$ cat config.mk
export PLATFORM = sky130hd
export DESIGN_NAME = mux_scan_sequencer
export DESIGN_NICKNAME = d
export VERILOG_FILES = /design/src/rtl/mux_scan_sequencer.sv
export SDC_FILE = /design/constraint.sdc
export NUM_CORES = 1
export LEC_CHECK = 0
export BUFFER_PORTS_ARGS = -buffer_cell sky130_fd_sc_hd__buf_4
export CORE_MARGIN = 5
export CORE_UTILIZATION = 45
export CTS_BUF_LIST = sky130_fd_sc_hd__clkbuf_8 sky130_fd_sc_hd__clkbuf_16
export DETAILED_ROUTE_END_ITERATION = 10
export GPL_TIMING_DRIVEN = 0
export PLACE_DENSITY = 0.66
export SLEW_MARGIN = 20
export SYNTH_ARGS = -nofsm -noshare
export SYNTH_HDL_FRONTEND = slang
export SYNTH_SLANG_ARGS = --single-unit
$ cat constraint.sdc
create_clock -name clk -period 4.7 [get_ports clk]
set_input_delay 0.47 -clock clk [delete_from_list [all_inputs] [get_ports clk]]
set_output_delay 0.47 -clock clk [all_outputs]
set_load 0.03 [all_outputs]
$ cat src/rtl/mux_scan_sequencer.sv
// ---------------------------------------------------------------------------
// mux_scan_sequencer
//
// Walks the select lines of a downstream 4x1 mux across the enabled channels,
// dwells DWELL cycles on each one, samples the mux output at the end of the
// dwell and publishes the collected bits as a 4-bit result with a done pulse.
//
// Parameters
//    DWELL   cycles sel is held per channel before y is sampled (1..15)
//
// Ports
//    clk     single rising-edge clock
//    rst     synchronous, active-high reset
//    start   scan request, only looked at while idle
//    mask    channel enables (bit k = channel k), latched when a scan starts
//    y       output of the downstream mux for the current sel
//    sel     channel select driven to the mux
//    busy    high while channels are being scanned
//    done    one-cycle pulse when a scan result is published
//    data    scan result, bit k = sampled y of channel k (0 if masked)
//
// Configuration
//    MUX_SCAN_CONT_EN  when defined, the sequencer rescans continuously after
//                      the first accepted start, re-latching mask every scan.
// ---------------------------------------------------------------------------
module mux_scan_sequencer #(
   parameter int DWELL = 2
) (
   input  logic       clk,
   input  logic       rst,
   input  logic       start,
   input  logic [3:0] mask,
   input  logic       y,
   output logic [1:0] sel,
   output logic       busy,
   output logic       done,
   output logic [3:0] data
);

   typedef enum logic [1:0] {
      IDLE = 2'd0,
      SCAN = 2'd1,
      DONE = 2'd2
   } stateT;

   localparam logic [3:0] DWELL_LOAD = 4'(DWELL - 1);

   stateT      state, stateNext;
   logic [1:0] selNext;
   logic [3:0] dwellCnt, dwellCntNext;
   logic [3:0] maskLatched, maskLatchedNext;
   logic [3:0] shadow, shadowNext;
   logic [3:0] dataNext;
   logic [3:0] captured;
   logic [2:0] firstHit;
   logic [2:0] nextHit;
   logic       launch;

   // Returns {found, index} of the lowest enabled channel at or above lo.
   // lo may be 4, meaning "past the last channel", which never finds anything.
   function automatic logic [2:0] findFrom(input logic [3:0] m, input logic [2:0] lo);
      logic [2:0] res;
      res = 3'b000;
      for (int k = 3; k >= 0; k--) begin
         if (m[k] && (k >= int'(lo))) begin
            res = {1'b1, 2'(k)};
         end
      end
      return res;
   endfunction

   // State and datapath registers; reset clears everything so an aborted scan
   // leaves no trace in the published result.
   always_ff @(posedge clk) begin
      if (rst) begin
         state       <= IDLE;
         sel         <= 2'd0;
         dwellCnt    <= 4'd0;
         maskLatched <= 4'd0;
         shadow      <= 4'd0;
         data        <= 4'd0;
      end else begin
         state       <= stateNext;
         sel         <= selNext;
         dwellCnt    <= dwellCntNext;
         maskLatched <= maskLatchedNext;
         shadow      <= shadowNext;
         data        <= dataNext;
      end
   end

   // Next-state logic. A "launch" (accepted start, or a rescan in continuous
   // mode) latches a fresh mask and jumps straight to the first enabled
   // channel. In SCAN the dwell counter counts down; when it reaches zero the
   // current y is captured and sel moves on, or the scan finishes. The value
   // published to data is the shadow including the final capture, so data
   // changes in one step on the edge entering DONE.
   always_comb begin
      stateNext       = state;
      selNext         = sel;
      dwellCntNext    = dwellCnt;
      maskLatchedNext = maskLatched;
      shadowNext      = shadow;
      dataNext        = data;
      captured        = shadow;
      launch          = 1'b0;
      firstHit        = findFrom(mask, 3'd0);
      nextHit         = findFrom(maskLatched, {1'b0, sel} + 3'd1);

      case (state)
         IDLE: begin
            launch = start;
         end
         SCAN: begin
            if (dwellCnt == 4'd0) begin
               captured[sel] = y;
               shadowNext    = captured;
               if (nextHit[2]) begin
                  selNext      = nextHit[1:0];
                  dwellCntNext = DWELL_LOAD;
               end else begin
                  stateNext = DONE;
                  dataNext  = captured;
               end
            end else begin
               dwellCntNext = dwellCnt - 4'd1;
            end
         end
         DONE: begin
`ifdef MUX_SCAN_CONT_EN
            launch = 1'b1;
`else
            stateNext = IDLE;
`endif
         end
         default: begin
            stateNext = IDLE;
         end
      endcase

      if (launch) begin
         maskLatchedNext = mask;
         shadowNext      = 4'd0;
         if (firstHit[2]) begin
            stateNext    = SCAN;
            selNext      = firstHit[1:0];
            dwellCntNext = DWELL_LOAD;
         end else begin
            stateNext = DONE;
            dataNext  = 4'd0;
         end
      end
   end

   assign busy = (state == SCAN);
   assign done = (state == DONE);

endmodule

Word-level counts from Yosys, hierarchy flattened

Index checks and enable logic that the tools add are counted.

Equal/unequal tests: 5
Reduce and logical (&&, ||, !) cells: 10
Magnitude comparators: 6
Muxes and demuxes: 32
$add $sub $neg: 2

Operators by type and width:

| kind                | number |
|---|---|
| $mux 4              | 10 |
| $mux 3              | 8 |
| $mux 2              | 9 |
| $ge 1x3->1 const A  | 2 |
| $ge 2x3->1 const A  | 2 |
| $logic_and 1x1->1   | 5 |
| $bwmux 4            | 1 |
| $logic_not 4->1     | 1 |
| $pmux 2 s2          | 1 |
| $sub 4x1->4 const B | 1 |
| $add 2x1->3 const B | 1 |
| $lt 2x3->1 const B  | 1 |
| $ne 3x1->1 const B  | 1 |
| $ne 3x2->1 const B  | 1 |
| $reduce_and 3->1    | 1 |
| $demux 1 s2         | 1 |
| $eq 2x1->1 const B  | 1 |
| $eq 2x2->1 const B  | 1 |
| $ge 2x1->1 const B  | 1 |
| $logic_not 2->1     | 1 |
| $mux 1              | 2 |
| $ne 2x2->1 const B  | 1 |
| $reduce_and 2->1    | 1 |
| $reduce_or 2->1     | 1 |

Output and inout port bits: 8
Logic and storage cells: 61
Bits of input ports: 8
Register bits: 20

Logic depth before layout (Yosys ltp)

Depth after elaboration: 12
Depth in mapped cells: 7
Gate-level depth less buffers: 6

Worst setup path before layout

Ideal clock, no wire load.

Path kind: flip-flop to flip-flop
Start: register dwellCnt[0]
End: register shadow[0]
Slack: 3.102 ns
Data required time: 4.597 ns
Library setup time: 0.103 ns
Buffers on the path: 0
Period minus slack after synthesis: 1.598 ns
Stages on the path, launching flop included: 7
Arrival time: 1.494 ns
Cells stage by stage: dfxtp_1 > inv_1 > ha_1 > or3b_4 > nor2_8 > nor2_1 > a2111oi_2

Longest elaborated chain between the ends: 2

Ends and longest elaborated chain:

| what                              | RTL line | source |
|---|---|---|
| start: declaration                | 50       | `logic [3:0] dwellCnt, dwellCntNext;` |
| start signal: assignment          | 85       | `dwellCnt <= dwellCntNext;` |
| $logic_not 4->1                   | 115      | `if (dwellCnt == 4'd0) begin` |
| $reduce_and 2->1 (no source line) | --       |  |
| end signal: assignment            | 87       | `shadow <= shadowNext;` |
| end: declaration                  | 52       | `logic [3:0] shadow, shadowNext;` |

Every way passes these cells.
A chain may end at the register's enable or synchronous reset.

Worst setup path in the final report

Start: register dwellCnt[0]
End: register shadow[1]

The elaborated chain is that of the path after synthesis.

==> impl_results.md <==
* P&R area growth vs syn at 19.5%
* Count of final setup violators at 0
* Via density at between 5 and 6
* DRC viols at 0
* DR WL/cell at around 13 um
* Total of max-cap violations at 0
* Crit path max fanout at 9
* Period Utilization, post-route at a little under two fifths
* Clk_skew at around 0.0054 ns
* Ys Warns at 0
* R2R Setup Slk at around 2.9 ns
* Slew @ Worst Pin at around 0.55 ns
* Post-route worst setup slack at 2.92 ns
* TritonCTS clock tree: yes
* First-pass GRT wire length at between 3000 and 4000 um
* Initial Utilization at between 40% and 50%
* Cell internal pwr at between 200 and 300 uW
* Post_cts resized at 0
* Largest net degree at the start of global routing at 11
* Syn nets at 118
* Power Dens Cells at 362 mW/mm^2
* Register area share after synthesis at between 30 and 40%
* Required @ worst endpoint at roughly 4.9 ns
* Clk Latency, worst-skew pair at 0.25 ns
* Critical path buffers and inverters at 1
* Clock root buffer: clkbuf_8
* Net switching power at about 140 uW
* Die height at 56.9 um
* CP arrival at between 1.5 and 2 ns
* Initial antenna violation count at 0
* Tmin final at about 1.8 ns
* Core area at 0.00215 mm^2
* Deepest clock path buffer count at 2
* Hold Vio Cnt, Final at 0
* CP delay by family, top: simple AND/OR/NAND/NOR gates
* Antenna Violating Nets Remaining at 0
* #FFs+latches synth at 19
* Relative slew margins at a little over three fifths
* Critical path capture point type: register
* Router iterations before antenna repair at 4
* Crit path launch type: register
* Commonest cells after routing, fill and taps aside: dfxtp_1, buf_4, nor2_1
* IO Port Bufs at 15
* GR Util All Layers at 13.3%
* H-tree Lvls at 1
* Syn Inst Count at roughly 110
* Max incr delay on CP at around 0.44 ns
* RSZ-0062 raised after global routing: false
* Most common cell after layout, fill and taps aside: dfxtp_1
* Post-Place Worst Slack at just under 3 ns
* Status: completed
* Vias in the first global route at between 800 and 900
* Worst IR drop on VDD at between 0.2 and 0.3 mV
* Non-filler cells, final at around 160
* Share of cells above drive strength 1 at approximately a quarter
* Hold_buf cts at 0
* Post-synthesis cell type count at 31
* Die width at 56.9 um
* CP max stage cell: or3b_4
* DRT Wirelength at around 2000 um
* Switching part of the total at around a third
* Vias at roughly 840
* Num rows at 17
* Final Max Slew Viols at 0
* Fmax at 561 MHz
* Comb pwr share at between 30 and 40%
* Mapped cell area at approximately 990 um^2
* LEAKAGE at approximately 0.00048 uW
* DIE AREA at between 0.003 and 0.004 mm^2
* Clk slew on worst S/H paths at 0.07 ns
* HP Class: primary input to register
* Final hold slack at around 0.48 ns
* DP HPWL at 1560 um
* Post-CTS setup buffers at 0
* Setup TNS at 0 ns
* Fillers at roughly 210
* Total power at roughly 430 uW
* Clock power share at about 26%
* DR iter-0 viols at 16
* Sink Count at 19
* Layout Nets at roughly 140
* Setup CP Type: register to register
* Mean Syn Cell Area at between 9 and 10 um^2
* Global route overflow at 0
* Num CTS Buffers at 3
* DP Cell Count at ~150
* GPL Wtd Cong at between 0.7 and 0.8
* Crit-path cells: inv_1 > ha_1 > or3b_4 > nor2_8 > nor2_1 > a2111oi_2
* Top Ports at 16
* Flop pwr share at between 40% and 50%
* Inserted Diodes at 0
-- routing by layer --
layer  routed length, um  up-vias  global-route usage, %
met2                 957       14                   21.9
met5                   0        -                      0
met1                 945      388                   16.8
li1                    -      438                      -
met4                  12        0                   2.98
met3                  85        2                   4.37
-- worst register-to-register path, delay by kind of cell (launching register included) --
family | cells | cell delay (ns)
simple gates | 3 | 0.71
fa+ha+maj | 1 | 0.23
compound gates | 1 | 0.32
flops | 1 | 0.34
buf+inv | 1 | 0.07
-- sequential cells by signal, indices dropped and copies added (netlist names) --
signal / flops
maskLatched: 3
sel: 2
data: 4
dwellCnt: 4
state: 2
shadow: 4
-- metrics by stage --
stage / cell area, um^2 / utilization, %
finish: 1180 / 55.0
global route: 1180 / 55.0
CTS: 1180 / 55.0
detailed placement: 1140 / 52.9
global placement: 1140 / 52.9
floorplan: 990 / -
-- synthesized netlist by cell type --
master	count	area (um^2)
dfxtp_1	19	380
nor2_1	13	48.8
a21oi_1	12	60.1
mux2i_1	7	70.1
nand2_1	7	26.3
inv_1	5	18.8
nor2b_1	5	31.3
a2111oi_2	4	60.1
a311oi_1	4	35.0
nor3_1	4	20.0
nand2b_1	3	18.8
nand3_1	3	15.0
buf_2	2	10.0
nor3b_1	2	15.0
nor4_1	2	12.5
o311a_1	2	20.0
a22o_1	1	8.76
and4b_2	1	11.3
buf_8	1	15.0
clkbuf_1	1	3.75
clkbuf_8	1	13.8
ha_1	1	12.5
nor2_8	1	20.0
o21a_1	1	7.51
o21ai_0	1	5.00
o21ai_1	1	5.00
o21bai_1	1	7.51
o311ai_1	1	8.76
or3b_2	1	8.76
or3b_4	1	11.3
xnor2_1	1	8.76
-- final cells by class --
class / instances / area, um^2 / share of cell area, %
multi-input combinational: 80 / 548 / 46.3
sequential: 19 / 380 / 32.2
timing repair buffer: 15 / 113 / 9.52
buffer: 5 / 42.5 / 3.60
clock buffer: 3 / 41.3 / 3.49
tap: 28 / 35.0 / 2.96
inverter: 5 / 18.8 / 1.59
clock inverter: 1 / 3.75 / 0.317
-- logic make-up (layout without fill, tap and decap cells) --
| family | after synthesis | in the layout | synth area share (%) |
|---|---|---|---|
| flip-flops | 19 | 19 | 38.4 |
| AO/OA/AOI/OAI | 28 | 28 | 22.0 |
| AND/OR/NAND/NOR | 43 | 43 | 24.1 |
| multiplexers | 7 | 7 | 7.08 |
| buffers and inverters | 10 | 29 | 6.19 |
| XOR/XNOR | 1 | 1 | 0.885 |
| adder cells (fa/ha/maj) | 1 | 1 | 1.26 |
-- power by group through the flow --
stage	combinational [uW]	sequential, uW	clock (uW)
floorplan	88.1	200	0
global route	143	191	119
detailed placement	131	192	0
CTS	131	188	113
finish	130	188	109
global placement	128	191	0
-- path summary, 6_finish.rpt --
| path | from | to | cells after the start |
|---|---|---|---|
| max reg2reg | dwellCnt[0]$_SDFF_PP0_ | shadow[1]$_SDFFE_PP0P_ | 6 |
| max | dwellCnt[0]$_SDFF_PP0_ | shadow[1]$_SDFFE_PP0P_ | 6 |
| min | mask[1] | maskLatched[1]$_SDFFE_PP0P_ | 3 |
| min reg2reg | data[0]$_SDFF_PP0_ | data[0]$_SDFF_PP0_ | 2 |
No activity file was read; power rests on OpenSTA's default activity.
